`src/rtl/lsu_pkg.sv`:
```
// Shared encodings for the load/store unit: funct3 values, error codes, FSM states, request payload.
package lsu_pkg;

    localparam int unsigned XLEN = 32;

    // Load funct3 encodings
    localparam logic [2:0] FUNCT3_LB  = 3'b000;
    localparam logic [2:0] FUNCT3_LH  = 3'b001;
    localparam logic [2:0] FUNCT3_LW  = 3'b010;
    localparam logic [2:0] FUNCT3_LBU = 3'b100;
    localparam logic [2:0] FUNCT3_LHU = 3'b101;

    // Store funct3 encodings
    localparam logic [2:0] FUNCT3_SB  = 3'b000;
    localparam logic [2:0] FUNCT3_SH  = 3'b001;
    localparam logic [2:0] FUNCT3_SW  = 3'b010;

    // Response error codes
    localparam logic [2:0] ERR_NONE       = 3'd0;
    localparam logic [2:0] ERR_MISALIGNED = 3'd1;
    localparam logic [2:0] ERR_RANGE      = 3'd2;
    localparam logic [2:0] ERR_ILLEGAL    = 3'd3;
    localparam logic [2:0] ERR_TIMEOUT    = 3'd4;

    typedef enum logic [1:0] {
        ST_IDLE  = 2'd0,
        ST_ISSUE = 2'd1,
        ST_WAIT  = 2'd2,
        ST_RESP  = 2'd3
    } lsu_state_e;

    // Request fields captured at accept
    typedef struct packed {
        logic            is_store;
        logic [2:0]      funct3;
        logic [XLEN-1:0] ea;
        logic [XLEN-1:0] wdata;
    } lsu_req_t;

endpackage

```
`src/rtl/lsu_load_extend.sv`:
```
// Sign/zero extension of the captured memory word according to the load funct3.
module lsu_load_extend
    import lsu_pkg::*;
(
    input  logic [2:0]      funct3,
    input  logic [XLEN-1:0] raw_data,
    output logic [XLEN-1:0] ext_data_c
);

    // Select the extension from the low byte/half of the captured word
    always_comb begin
        ext_data_c = raw_data;
        case (funct3)
            FUNCT3_LB:  ext_data_c = {{24{raw_data[7]}},  raw_data[7:0]};
            FUNCT3_LH:  ext_data_c = {{16{raw_data[15]}}, raw_data[15:0]};
            FUNCT3_LBU: ext_data_c = {24'd0, raw_data[7:0]};
            FUNCT3_LHU: ext_data_c = {16'd0, raw_data[15:0]};
            default:    ext_data_c = raw_data;
        endcase
    end

endmodule

```
`src/rtl/load_store_unit.sv`:
```
// Load/store unit: accepts one request, checks it, strobes data memory once and returns the result.
module load_store_unit
    import lsu_pkg::*;
#(
    parameter int unsigned MEM_BYTES      = 4096,
    parameter int unsigned TIMEOUT_CYCLES = 8
) (
    input  logic        clk,
    input  logic        rst,
    input  logic        req_valid,
    output logic        req_ready,
    input  logic        req_is_store,
    input  logic [2:0]  req_funct3,
    input  logic [31:0] req_base,
    input  logic [31:0] req_offset,
    input  logic [31:0] req_wdata,
    output logic        resp_valid,
    output logic [31:0] resp_rdata,
    output logic [2:0]  resp_err,
    output logic [31:0] resp_addr,
    output logic        mem_read_en,
    output logic        mem_write_en,
    output logic [2:0]  load_type,
    output logic [2:0]  store_type,
    output logic [31:0] ram_address,
    output logic [31:0] mem_wdata,
    input  logic [31:0] mem_rdata,
    input  logic        mem_busy
);

    localparam int unsigned CNT_W = $clog2(TIMEOUT_CYCLES + 1);

    lsu_state_e      state_q, state_d;
    lsu_req_t        req_q, req_d;
    logic [CNT_W-1:0] cnt_q, cnt_d;
    logic [2:0]      resp_err_q, resp_err_d;
    logic [31:0]     resp_rdata_q, resp_rdata_d;
    logic            req_ready_q, req_ready_d;
    logic            resp_valid_q, resp_valid_d;
    logic            mem_read_en_q, mem_read_en_d;
    logic            mem_write_en_q, mem_write_en_d;
    logic [2:0]      load_type_q, load_type_d;
    logic [2:0]      store_type_q, store_type_d;

    logic [31:0]     ea_c;
    logic            illegal_c;
    logic            misaligned_c;
    logic            range_c;
    logic [2:0]      chk_err_c;
    logic [31:0]     ext_data_c;

    // Effective address and request checks, priority illegal > misaligned > range
    always_comb begin
        ea_c = req_base + req_offset;
        if (req_is_store) begin
            illegal_c = (req_funct3 > FUNCT3_SW);
        end else begin
            illegal_c = (req_funct3 == 3'b011) || (req_funct3 == 3'b110) ||
                        (req_funct3 == 3'b111);
        end
        misaligned_c = ((req_funct3[1:0] == 2'b01) && ea_c[0]) ||
                       ((req_funct3[1:0] == 2'b10) && (ea_c[1:0] != 2'b00));
        range_c      = (ea_c >= 32'(MEM_BYTES));
        chk_err_c    = ERR_NONE;
        if (illegal_c) begin
            chk_err_c = ERR_ILLEGAL;
        end else if (misaligned_c) begin
            chk_err_c = ERR_MISALIGNED;
        end else if (range_c) begin
            chk_err_c = ERR_RANGE;
        end
    end

    // Extension is applied to whatever the memory presents; only used when WAIT captures it
    lsu_load_extend u_load_extend (
        .funct3     (req_q.funct3),
        .raw_data   (mem_rdata),
        .ext_data_c (ext_data_c)
    );

    // Next-state logic and the next value of every registered output
    always_comb begin
        state_d      = state_q;
        req_d        = req_q;
        cnt_d        = cnt_q;
        resp_err_d   = resp_err_q;
        resp_rdata_d = resp_rdata_q;

        case (state_q)
            ST_IDLE: begin
                if (req_valid && req_ready_q) begin
                    req_d.is_store = req_is_store;
                    req_d.funct3   = req_funct3;
                    req_d.ea       = ea_c;
                    req_d.wdata    = req_wdata;
                    resp_rdata_d   = '0;
                    resp_err_d     = chk_err_c;
                    state_d        = (chk_err_c == ERR_NONE) ? ST_ISSUE : ST_RESP;
                end
            end
            ST_ISSUE: begin
                cnt_d   = '0;
                state_d = ST_WAIT;
            end
            ST_WAIT: begin
                if (mem_busy) begin
                    resp_rdata_d = req_q.is_store ? 32'd0 : ext_data_c;
                    state_d      = ST_RESP;
                end else begin
                    cnt_d = cnt_q + CNT_W'(1);
                    if (cnt_d == CNT_W'(TIMEOUT_CYCLES)) begin
                        resp_err_d = ERR_TIMEOUT;
                        state_d    = ST_RESP;
                    end
                end
            end
            ST_RESP: begin
                state_d = ST_IDLE;
            end
            default: begin
                state_d = ST_IDLE;
            end
        endcase

        // Outputs depend only on the upcoming state and latched request
        req_ready_d    = (state_d == ST_IDLE);
        resp_valid_d   = (state_d == ST_RESP);
        mem_read_en_d  = (state_d == ST_ISSUE) && !req_d.is_store;
        mem_write_en_d = (state_d == ST_ISSUE) &&  req_d.is_store;
        load_type_d    = mem_read_en_d  ? req_d.funct3 : 3'd0;
        store_type_d   = mem_write_en_d ? req_d.funct3 : 3'd0;
    end

    // State and output registers with synchronous reset
    always_ff @(posedge clk) begin
        if (rst) begin
            state_q        <= ST_IDLE;
            req_q          <= '0;
            cnt_q          <= '0;
            resp_err_q     <= ERR_NONE;
            resp_rdata_q   <= '0;
            req_ready_q    <= 1'b1;
            resp_valid_q   <= 1'b0;
            mem_read_en_q  <= 1'b0;
            mem_write_en_q <= 1'b0;
            load_type_q    <= 3'd0;
            store_type_q   <= 3'd0;
        end else begin
            state_q        <= state_d;
            req_q          <= req_d;
            cnt_q          <= cnt_d;
            resp_err_q     <= resp_err_d;
            resp_rdata_q   <= resp_rdata_d;
            req_ready_q    <= req_ready_d;
            resp_valid_q   <= resp_valid_d;
            mem_read_en_q  <= mem_read_en_d;
            mem_write_en_q <= mem_write_en_d;
            load_type_q    <= load_type_d;
            store_type_q   <= store_type_d;
        end
    end

    assign req_ready    = req_ready_q;
    assign resp_valid   = resp_valid_q;
    assign resp_rdata   = resp_rdata_q;
    assign resp_err     = resp_err_q;
    assign resp_addr    = req_q.ea;
    assign mem_read_en  = mem_read_en_q;
    assign mem_write_en = mem_write_en_q;
    assign load_type    = load_type_q;
    assign store_type   = store_type_q;
    assign ram_address  = req_q.ea;
    assign mem_wdata    = req_q.wdata;

endmodule

```
`config.mk`:
```
export PLATFORM = sky130hd
export DESIGN_NAME = load_store_unit
export DESIGN_NICKNAME = d
export VERILOG_FILES = /design/src/rtl/lsu_pkg.sv /design/src/rtl/lsu_load_extend.sv /design/src/rtl/load_store_unit.sv
export SDC_FILE = /design/constraint.sdc
export NUM_CORES = 1
export LEC_CHECK = 0
export CAP_MARGIN = 25
export CORE_UTILIZATION = 46
export CTS_BUF_LIST = sky130_fd_sc_hd__clkbuf_8
export CTS_CLUSTER_DIAMETER = 80
export DETAILED_ROUTE_END_ITERATION = 12
export GPL_ROUTABILITY_DRIVEN = 0
export GPL_TIMING_DRIVEN = 0
export PLACE_DENSITY = 0.8
export SLEW_MARGIN = 40
export SYNTH_ARGS = -nofsm -noshare
export SYNTH_HDL_FRONTEND = slang
export SYNTH_HIERARCHICAL = 1
export SYNTH_SLANG_ARGS = --single-unit
```
`constraint.sdc`:
```
create_clock -name clk -period 4.3 [get_ports clk]
set_input_delay 0.645 -clock clk [delete_from_list [all_inputs] [get_ports clk]]
set_output_delay 0.645 -clock clk [all_outputs]
set_load 0.01 [all_outputs]
```
== After elaboration in Yosys (flattened, before gate mapping) ==
Cells that the tools add are included.

* Output and inout port bits: 141
* Input bits: 136
* Flip-flop bits (word level): 119

* Reductions and logical operators: 22
* Eq/ne operators: 18
* $add $sub $neg: 2
* Bitwise operators: 2
* Order comparisons: 2
* Multiplexer cells: 22

{| class="wikitable"
|+ Operators by type and width
! cell !! number
|-
| 2-to-1 mux 68 bit || 2
|-
| case mux 32 bit (4 select lines) || 1
|-
| 2-to-1 mux 32 bit || 3
|-
| case mux 32 bit (2 select lines) || 1
|-
| adder 32 bit || 1
|-
| >= comparator 32 x 13 -> 1 bit, second input constant || 1
|-
| 2-to-1 mux 2 bit || 7
|-
| == test 3 bit, second input constant || 4
|-
| 2-to-1 mux 3 bit || 3
|-
| == test 2 bit, second input constant || 4
|-
| inequality test 2 bit, second input constant || 4
|-
| case mux 2 bit (4 select lines) || 1
|-
| case mux 4 bit (2 select lines) || 1
|-
| == test 2 x 1 -> 1 bit, second input constant || 3
|-
| zero test 3 bit || 2
|-
| case mux 3 bit (2 select lines) || 1
|-
| nonzero test 2 bit || 3
|-
| logical AND 1 bit || 5
|-
| adder 4 x 1 -> 4 bit, second input constant || 1
|-
| == test 4 bit, second input constant || 1
|-
| zero test 2 bit || 2
|-
| 2-to-1 mux 4 bit || 1
|-
| AND reduction 2 bit || 2
|-
| AND reduction 4 bit || 1
|-
| 9 further kinds || 13
|}

== Longest topological paths before layout ==
Gate-level depths: netlist of the first run.

* Depth in word-level cells: 14
* Depth in mapped cells: 13
* Mapped depth without buffers: 12

== By module ==
The synthesis of the first run kept the hierarchy.

{| class="wikitable"
|+ By module, submodules not included
! module !! instances !! sequential area each (µm²) !! cells an instance !! area an instance (µm²)
|-
| load_store_unit || 1 || 2382.3 || 921 || 7078.0
|-
| lsu_load_extend || 1 || 0.0 || 67 || 355.3
|}

== Least setup slack after synthesis of the first run ==
OpenSTA, ideal clock, no wires.

* Path kind: input-to-reg
* Start point: in req_base[0]
* End point: reg store_type_q[0], in the netlist store_type[0]
* Library setup time: 0.088 ns
* Arrival: 3.924 ns
* Required time: 4.212 ns
* Slack: 0.288 ns
* Buffers on the path: 1
* Stages on the path: 13
* Path through: ha_1 -> fa_1 -> a211oi_2 -> o21ai_2 -> a22oi_2 -> nand2_1 -> xor2_1 -> or3_1 -> or4_1 -> or4_1 -> o31a_1 -> buf_6 -> nor4b_2

* Word-level cells in the longest chain between the ends: 14

{| class="wikitable"
|+ Ends and longest elaborated chain
! item !! RTL line !! source
|-
| start: declaration || load_store_unit.sv:14 || <nowiki>input logic [31:0] req_base,</nowiki>
|-
| adder 32 bit (*) || load_store_unit.sv:54 || <nowiki>ea_c = req_base + req_offset;</nowiki>
|-
| branches (longest 3 deep; another with >= comparator 32 x 13 -> 1 bit) || - ||
|-
| 2-to-1 mux 2 bit (*) || load_store_unit.sv:67 || <nowiki>end else if (misaligned_c) begin</nowiki>
|-
| 2-to-1 mux 2 bit (*) || load_store_unit.sv:65 || <nowiki>if (illegal_c) begin</nowiki>
|-
| zero test 3 bit (*) || load_store_unit.sv:98 || <nowiki>state_d = (chk_err_c == ERR_NONE) ? ST_ISSUE : ST_RESP;</nowiki>
|-
| 2-to-1 mux 2 bit (*) || load_store_unit.sv:98 ||
|-
| 2-to-1 mux 2 bit (*) || load_store_unit.sv:91 || <nowiki>if (req_valid && req_ready_q) begin</nowiki>
|-
| case mux 2 bit (4 select lines) (*) || load_store_unit.sv:89 || <nowiki>case (state_q)</nowiki>
|-
| == test 2 x 1 -> 1 bit (*) || load_store_unit.sv:129 || <nowiki>mem_write_en_d = (state_d == ST_ISSUE) && req_d.is_store;</nowiki>
|-
| logical AND 1 bit (*) || load_store_unit.sv:129 ||
|-
| NOT 1 bit (no line) (*) || - ||
|-
| OR reduction 2 bit (no line) (*) || - ||
|-
| end signal: assignment || load_store_unit.sv:159 || <nowiki>store_type_q <= store_type_d;</nowiki>
|-
| end: declaration || load_store_unit.sv:43 || <nowiki>logic [2:0] store_type_q, store_type_d;</nowiki>
|}

Mark *: on every way between the ends.
A chain may end at the register's enable or synchronous reset.

== Final worst setup path of the first run ==
* Start point: in req_base[0]
* End point: reg store_type_q[1], in the netlist store_type[1]

Same word-level chain as after synthesis.

==> results.ini, run 1 <==
[placed_design]
placement.cell_area_sq_um=10400
dp.final_hpwl_microns=17900
post-place-cells=1471
io_buffers=267

[status]
result_of_the_run=completed

[routing]
initialDrtViolationCount=416
avgRoutedWirePerCell_microns=15.0
avgViaCountPerCell=5.16
wl_microns=22600
drt.antenna.violating_nets=0
remaining_drc_errors=0
vias=7764
drt_pass1_iterations=8

[setup_path]
crit-reg2reg-launch=state_q[0]
cp_slowest_stage_delay_ns=0.51
slowest_stage=or4_1
cp-end-kind=register
worstSetupStartpoint=req_base[0]
reg2reg_slack_ns=1.84
worstSetupPathType=in -> reg
cells_along_the_critical_path=clkdlybuf4s50_1 > ha_2 > fa_2 > a211oi_2 > o21ai_2 > a22oi_2 > nand2_2 > xor2_1 > or3_1 > or4_1 > or4_4 > o31a_1 > buf_6 > nor4b_2
worstSetupEndpoint=store_type[1]
ff2ff_path_depth=9
critPathRequiredTime_ns=4.65
timing.critical_path.arrival_ns=4.54
critPathMaxFanout=10
start_kind=input pin
timing.rr.end=load_type[0]

[sta]
drv_slew=0
report.final.setup_viol=0
setup_tns_ns=0
timing.fmax_mhz=238
final_min_period_over_clock_period=0.975
tightest_slew_ns=0.850
minimum_clock_period_after_layout_ns=4.19
finClkSkew_ns=0.00644
finalHoldViolCount=0
slew_headroom=0.429

[cells_and_area]
layout_commonest_cell=clkdlybuf4s50_1
final_cell_mix=clkdlybuf4s50_1, nand2_1, a21oi_1
post-route-cell-area_sq_um=10800
fillerInstances=1366
instances_no_fill=1504
finalNetCount=1450
diodes=0
flow.area_growth_from_synthesis_pct=45.6
drive_gt1_frac=0.134
final_core_utilization=0.684

[synth]
ys_dominant_reg_cell=dfxtp_1
synth-async-reset-ratio=0
mapped_cells=988
synth_edf_count=0
postSynthAreaPerCell_sq_um=7.52
synthesis_stage_register_bit_count=119
synth_top_area_cell=dfxtp_1
syn_area_sq_um=7430
synth_top_cell_area_share=0.320
synthTopCellsByArea=dfxtp_1, nand2_1, buf_4, a21oi_1, ha_1
yosys_warnings=6
synthesis.nets=1160
yosysUniqueCellTypes=65
yosysSeqAreaShare=0.320

[floorplanning]
initial_core_util=0.470
die_h_microns=129
floorplan.die.width_microns=129
dieArea_sq_um=16700
core_sq_um=15800
rows=46
ios=277

[cts]
clkTransAtPathRegs_ns=0.07
cts_max_path_buffers=2
cts_hold_repair.buffers=0
clk_latency_ns=0.43
tritoncts_clock_tree=done
num_cts_buffers=17
tritoncts_num_sinks=119
h-tree-depth=4
cts_root_buffer=clkbuf_8

[power]
worst_ir_drop_vdd_v=0.000262
leakage_component_of_the_power_nw=4.23
total_power_mw=4.82
power-per-cell-area_nw_per_um2=446

[global_route]
grt_start_max_net_pins=17
first_global_vias=6981
global_route.overflow_total=0
grt_first_pass_wirelength_microns=34800
grt_antenna_before_repair=0
global_routing_usage_summed_across_all_routing_layers=0.266

[run]
cap_violations=0

[hold_path]
holdCritPathClass=reg -> reg
hold_path_startpoint=resp_rdata[2]

[routing by layer]
layer | global-route usage | vias up | share of wire | wire length, microns
met4 | 0.0865 | 0 | 0.020 | 459
met1 | 0.334 | 3568 | 0.41 | 9280
met2 | 0.460 | 289 | 0.50 | 11300
met5 | 0 | - | 0 | 0
li1 | - | 3871 | - | -
met3 | 0.0495 | 36 | 0.067 | 1520
[cell type report]
type	instances	area (sq um)	share of cell area
Multi-Input combinational cell	696	4040	0.373
Timing Repair Buffer	273	2720	0.251
Sequential cell	119	2380	0.220
Buffer	160	1020	0.0947
Clock buffer	21	289	0.0267
Tap cell	216	270	0.0250
Clock inverter	8	60.1	0.00555
Inverter	11	41.3	0.00382
[cell usage after synthesis (3+ instances only)]
cell type and count:
clkbuf_1 44, a21oi_1 137, a21o_1 10, nand3_1 47
xnor2_1 17, a211oi_1 7, a31oi_1 3, a21boi_1 3
dfxtp_1 119, and2_1 8, o22ai_1 3, o21ai_1 5
buf_2 5, xor2_1 17, nand2_1 212, and3_1 4
buf_4 105, inv_1 11, buf_1 4, o21bai_1 3
a22oi_1 4, mux2i_1 8, nor2_1 45, buf_6 3
nor3b_1 6, ha_1 35, nor3_1 12, nor4_1 4
o21ai_0 43, o211ai_1 10, nand4_1 9
[sequential cells by signal, indices dropped and copies added, names as in the netlist, 2 cells and up]
name         cells
cnt_q            4
store_type       3
resp_err         3
state_q          2
req_q            4
resp_rdata      32
ram_address     32
mem_wdata       32
load_type        3
[worst max-delay path: cells and delay by family]
kind / cells / cell delay [ns]
AO/OA/AOI/OAI: 4 / 0.87
XOR/XNOR: 1 / 0.18
adder cells (fa/ha/maj): 2 / 0.60
buffers and inverters: 2 / 0.57
AND/OR/NAND/NOR: 5 / 1.67
[through the flow]
step / setup slack [ns] / hold slack [ns]
2_1_floorplan: 0.288 / 0.437
3_3_place_gp: -0.601 / 0.437
3_5_place_dp: -0.663 / 0.443
4_1_cts: 0.00867 / 0.452
5_1_grt: -0.0116 / 0.464
6_report: 0.105 / 0.448
[repair_timing]
| action | 4_1_cts | 5_1_grt |
|---|---|---|
| pin swaps | 3 | 6 |
| buffers inserted | 4 | 2 |
| gates resized for setup | 4 | 8 |
| setup endpoints to repair | 11 | 11 |
[logic make-up after synthesis]
group	after synthesis	share of synthesized area
adders and majority gates	36	0.0616
buffers and inverters	173	0.144
AOI/OAI and AO/OA	250	0.200
xor gates and xnor gates	34	0.0401
muxes	10	0.0141
DFF	119	0.320
and+or+nand+nor	366	0.219
[power breakdown]
group          internal (mW)  switching (mW)  total, mW
sequential              1.31           0.142       1.45
clock                  0.497           0.421      0.917
combinational           1.16            1.29       2.46
[worst min path at each step]
stage / endpoint / slack, ns / cells after the start
floorplan: mem_wdata[0] / 0.44 / 2
global placement: resp_rdata[19] / 0.44 / 2
detailed placement: resp_rdata[4] / 0.44 / 2
CTS: resp_rdata[6] / 0.45 / 3
global route: resp_rdata[3] / 0.46 / 3
finish: resp_rdata[2] / 0.45 / 2
Power figures use the tool's default switching activity.
==> run 2, diff against run 1 <==
--- a/config.mk
+++ b/config.mk
@@ -13,6 +13,8 @@
 export GPL_ROUTABILITY_DRIVEN = 0
 export GPL_TIMING_DRIVEN = 0
 export PLACE_DENSITY = 0.8
+export RECOVER_POWER = 100
+export SETUP_SLACK_MARGIN = 0.15
 export SLEW_MARGIN = 40
 export SYNTH_ARGS = -nofsm -noshare
 export SYNTH_HDL_FRONTEND = slang
==> run 2 against run 1 <==
Effect of this change: combinational power about the same; cell count increased by 1.5%; worst setup slack got worse by 0.017 ns; critical endpoint is now state_q[1]; critical path type unchanged; sequential cell count unchanged.
==> results.ini, run 2 (synthesis results as in run 1) <==
[status]
result_of_the_run=completed

[cells_and_area]
drive_gt1_frac=0.162  ; +0.0275
flow.area_growth_from_synthesis_pct=51.5
final_core_utilization=0.711  ; +0.0277
layout_commonest_cell=nand2_1
finalNetCount=1472  ; +1.5%
final_cell_mix=nand2_1, dlygate4sd3_1, a21oi_1
instances_no_fill=1527  ; +1.5%
fillerInstances=1279  ; -6.4%
post-route-cell-area_sq_um=11300  ; +4.0%

[sta]
hold-worst-slack_ns=0.444  ; -0.00392 ns
rsz0062_at_grt=yes
final_min_period_over_clock_period=0.979  ; +0.00399
minimum_clock_period_after_layout_ns=4.21  ; +0.0172 ns
finalHoldViolCount=0  ; unchanged
timing.fmax_mhz=237  ; -0.41%
report.final.setup_viol=0  ; unchanged
worst_path_setup_slack_after_routing_ns=0.0883  ; -0.0172 ns
slew_headroom=0.417  ; -0.0119
finClkSkew_ns=0.00694  ; +0.000499 ns
drv_slew=0  ; unchanged
tightest_slew_ns=0.868  ; +0.0178 ns
setup_tns_ns=0  ; unchanged

[power]
total_power_mw=4.82  ; about the same
leakage_component_of_the_power_nw=4.98  ; +18%
worst_ir_drop_vdd_v=0.000261  ; -0.60%
power-per-cell-area_nw_per_um2=428  ; -3.9%

[routing]
vias=7947  ; +2.4%
drt.antenna.violating_nets=0  ; unchanged
remaining_drc_errors=0  ; unchanged
initialDrtViolationCount=524  ; +26%
drt_pass1_iterations=8  ; unchanged
avgViaCountPerCell=5.20  ; +0.82%
avgRoutedWirePerCell_microns=15.5  ; +3.5%
wl_microns=23700  ; +5.1%

[placed_design]
io_buffers=267  ; unchanged
placement.setup.worst_slack_ns=-0.663  ; unchanged
placement.cell_area_sq_um=10400  ; unchanged
post-place-cells=1471  ; unchanged
dp.final_hpwl_microns=17900  ; unchanged

[hold_path]
holdCritPathClass=reg -> reg

[setup_path]
critPathMaxFanout=6  ; -4
cp-end-kind=register
timing.critical_path.arrival_ns=4.54  ; about the same
reg2reg_slack_ns=1.82  ; -0.02 ns
critPathRequiredTime_ns=4.63  ; -0.02 ns
start_kind=input pin
worstSetupPathType=in -> reg

[cts]
tritoncts_clock_tree=done
clk_latency_ns=0.44  ; about the same
cts_max_path_buffers=2  ; unchanged
h-tree-depth=4  ; unchanged
cts_root_buffer=clkbuf_8
num_cts_buffers=17  ; unchanged
tritoncts_num_sinks=119  ; unchanged
clkTransAtPathRegs_ns=0.06  ; about the same

[global_route]
first_global_vias=7021  ; +0.57%
global_route.overflow_total=0  ; unchanged
global_routing_usage_summed_across_all_routing_layers=0.268  ; +0.00115
grt_first_pass_wirelength_microns=35000  ; +0.44%
grt_antenna_before_repair=1  ; +1
grt_start_max_net_pins=17  ; unchanged

[run]
cap_violations=0  ; unchanged

[floorplanning]
core_sq_um=15800  ; unchanged
rows=46  ; unchanged
ios=277  ; unchanged
floorplan.die.width_microns=129  ; unchanged
die_h_microns=129  ; unchanged
dieArea_sq_um=16700  ; unchanged
initial_core_util=0.470  ; unchanged

==> run 2: per-layer routing <==
layer | global-route usage | part of all wire | vias to the layer above
met1 | 0.334 | 0.40 | 3639
met4 | 0.0934 | 0.028 | 0
met5 | 0 | 0 | -
li1 | - | - | 3912
met2 | 0.460 | 0.50 | 339
met3 | 0.0500 | 0.064 | 57
==> run 2: final cells by class <==
cell class / instances / area, sq um / area share
timing repair buffer: 293 / 2920 / 0.260
tap: 216 / 270 / 0.0240
buffer: 162 / 1070 / 0.0949
clock inverter: 8 / 60.1 / 0.00533
inverter: 11 / 41.3 / 0.00367
sequential: 119 / 2380 / 0.212
antenna: 1 / 2.50 / 0.000222
multi-input combinational: 696 / 4220 / 0.375
clock buffer: 21 / 289 / 0.0257
==> run 2: worst paths after layout <==
path              depth (start not counted)             to          start
setup / recovery                         15     state_q[1]  req_offset[5]
hold / removal                            2  resp_rdata[2]  resp_rdata[2]
setup reg to reg                          9   load_type[0]     state_q[0]
hold reg to reg                           2  resp_rdata[2]  resp_rdata[2]
==> run 2: where the power goes <==
part / switching, mW / total [mW] / internal (mW)
Clock: 0.423 / 0.920 / 0.497
Combinational: 1.33 / 2.46 / 1.12
Sequential: 0.141 / 1.45 / 1.31
Total: 1.90 / 4.82 / 2.93
==> run 2: timing repair <==
action	4_1_cts	5_1_grt
resized for setup	9	77
hold buffers	0	0
setup buffers	7	18
pin swaps	7	21
setup endpoints to repair	11	11
cloned	0	1
==> run 2: critical path, cell delays in order <==
cell	delay (ns)
clkdlybuf4s50_1	0.41
ha_1	0.31
buf_6	0.13
buf_12	0.13
a21oi_1	0.20
o21ai_2	0.12
a21boi_0	0.45
o31ai_4	0.16
nor4bb_1	0.32
nor4_1	0.08
or4_1	0.41
or4_4	0.44
o31a_1	0.35
clkbuf_1	0.20
and2_1	0.19
==> run 3, diff against run 2 <==
--- a/config.mk
+++ b/config.mk
@@ -6,6 +6,7 @@
 export NUM_CORES = 1
 export LEC_CHECK = 0
 export CAP_MARGIN = 25
+export CORE_ASPECT_RATIO = 1.5
 export CORE_UTILIZATION = 46
 export CTS_BUF_LIST = sky130_fd_sc_hd__clkbuf_8
 export CTS_CLUSTER_DIAMETER = 80
==> run 3 against run 2 <==
Effect of this change: wire length increased by 6.1%; total power increased by 3.9%; final area increased by 1.6%; worst setup slack improved by 0.028 ns; via count increased by 2.2%; utilization increased by 1.7 points; worst hold slack improved by 0.00079 ns; cell count decreased by 0.52%; sequential cell count unchanged; first-iteration DRC count decreased by 22%; clock power increased by 16%; critical path type unchanged; highest routed layer unchanged.
==> results.ini, run 3 (synthesis results as in run 1) <==
[sta]
drv_slew=0  ; unchanged
finClkSkew_ns=0.00952  ; +0.00259 ns
final_min_period_over_clock_period=0.973  ; -0.00659
rsz0062_at_grt=no
hold-worst-slack_ns=0.445  ; +0.000795 ns
timing.fmax_mhz=239  ; +0.68%
report.final.setup_viol=0  ; unchanged
finalHoldViolCount=0  ; unchanged
minimum_clock_period_after_layout_ns=4.18  ; -0.0283 ns
tightest_slew_ns=0.867  ; -0.00111 ns
slew_headroom=0.406  ; -0.0113

[power]
worst_ir_drop_vdd_v=0.000279  ; +7.0%
leakage_component_of_the_power_nw=5.03  ; +1.1%
power-per-cell-area_nw_per_um2=438  ; +2.2%

[placed_design]
dp.final_hpwl_microns=18600  ; +3.8%
io_buffers=267  ; unchanged
post-place-cells=1458  ; -0.88%
placement.cell_area_sq_um=10400  ; -0.16%

[cells_and_area]
drive_gt1_frac=0.185  ; +0.0230
final_cell_mix=nand2_1, dlygate4sd3_1, buf_4
layout_commonest_cell=nand2_1
final_core_utilization=0.729  ; +0.0174
post-route-cell-area_sq_um=11400  ; +1.6%
finalNetCount=1474  ; +0.14%
flow.area_growth_from_synthesis_pct=53.9
instances_no_fill=1519  ; -0.52%

[cts]
cts_root_buffer=clkbuf_8
tritoncts_clock_tree=done
clkTransAtPathRegs_ns=0.07  ; about the same
cts_hold_repair.buffers=0  ; unchanged
h-tree-depth=4  ; unchanged
tritoncts_num_sinks=119  ; unchanged
num_cts_buffers=17  ; unchanged
cts_max_path_buffers=2  ; unchanged
clk_latency_ns=0.43  ; about the same

[routing]
wl_microns=25200  ; +6.1%
drt_pass1_iterations=7  ; -1
drt.antenna.violating_nets=0  ; unchanged
avgRoutedWirePerCell_microns=16.6  ; +6.7%
initialDrtViolationCount=408  ; -22%
avgViaCountPerCell=5.35  ; +2.7%
remaining_drc_errors=0  ; unchanged
vias=8122  ; +2.2%

[global_route]
global_route.overflow_total=0  ; unchanged
grt_start_max_net_pins=17  ; unchanged
grt_first_pass_wirelength_microns=35800  ; +2.4%
first_global_vias=7292  ; +3.9%
grt_antenna_before_repair=1  ; unchanged
global_routing_usage_summed_across_all_routing_layers=0.273  ; +0.00541

[hold_path]
hold_path_startpoint=resp_rdata[28]
hold_path_depth=2  ; unchanged
holdCritPathClass=reg -> reg
whs_endpoint=resp_rdata[28]

[setup_path]
cp-end-kind=register
worstSetupPathType=in -> reg
crit-reg2reg-launch=state_q[1]
ff2ff_path_depth=7  ; -2
timing.critical_path.arrival_ns=4.53  ; about the same
critPathRequiredTime_ns=4.65  ; +0.02 ns
timing.rr.end=load_type[0]
critPathMaxFanout=6  ; unchanged
start_kind=input pin
reg2reg_slack_ns=1.76  ; -0.06 ns

[floorplanning]
initial_core_util=0.474  ; +0.00397
rows=56  ; +22%
ios=277  ; unchanged
dieArea_sq_um=16700  ; about the same
floorplan.die.width_microns=106  ; -18%
core_sq_um=15700  ; -0.84%
die_h_microns=158  ; +22%

[run]
cap_violations=0  ; unchanged

[status]
result_of_the_run=completed

## run 3: cell types whose count changed in the layout (fill, tap and decap cells not counted), moves of 4 or more
cell,change
a21oi_2,+4
a21oi_1,-5
clkinvlp_4,+4
inv_1,-4
buf_4,+4
## run 3: worst max-delay path by stage
stage	slack (ns)	endpoint	depth (start not counted)	startpoint
finish	0.12	store_type[1]	13	req_base[8]
global route	0.04	store_type[1]	13	req_base[6]
CTS	0.15	store_type[1]	14	req_base[0]
detailed placement	-0.69	store_type[1]	14	req_base[13]
global placement	-0.65	store_type[0]	14	req_base[13]
floorplan	0.29	store_type[0]	13	req_base[0]
## run 3: repair_timing
item / in CTS / in global routing
buffers inserted: 1 / 26
pin swaps: 3 / 41
gates resized for setup: 10 / 100
cloned: 0 / 1
setup endpoints to repair: 12 / 11
endpoints found under the hold margin: 0 / 0
## run 3: final cells by class
class                           count  area, sq um
Antenna cell                        1         2.50
Buffer                            162         1070
Clock buffer                       19          262
Clock inverter                     13          154
Fill cell                        1242         4260
Inverter                           11         41.3
Multi-Input combinational cell    696         4340
Sequential cell                   119         2380
Tap cell                          203          254
Timing Repair Buffer              295         2930
## run 3: stage by stage
step	setup slack (ns)	power [mW]	TNS (ns)
floorplan	0.288	2.91	0
global placement	-0.653	3.85	-6.84
detailed placement	-0.686	3.89	-7.13
CTS	0.154	4.97	0
global route	0.0405	5.31	0
finish	0.117	5.01	0
## run 3: metal layers
metal / wire length (microns) / track usage
met1: 8970 / 0.277
met2: 13900 / 0.540
met4: 1080 / 0.118
met5: 0 / 0
met3: 1250 / 0.0457
## run 3: critical path, cell delays in order
cell and delay (ns):
clkdlybuf4s50_1 0.51, ha_4 0.25, a21oi_4 0.19, o21ai_2 0.11, a22oi_2 0.39, nand2_2 0.13
xor2_2 0.17, or3_4 0.40, or4_4 0.53, or4_4 0.50, o31a_1 0.36, buf_6 0.15
nor4b_4 0.19
## run 3: power by group
part	switching (mW)	leakage (nW)	total, mW	internal (mW)
logic	1.35	3.86	2.49	1.14
clock network	0.467	0.203	1.07	0.599
registers	0.143	0.968	1.45	1.30
total	1.96	5.03	5.01	3.05
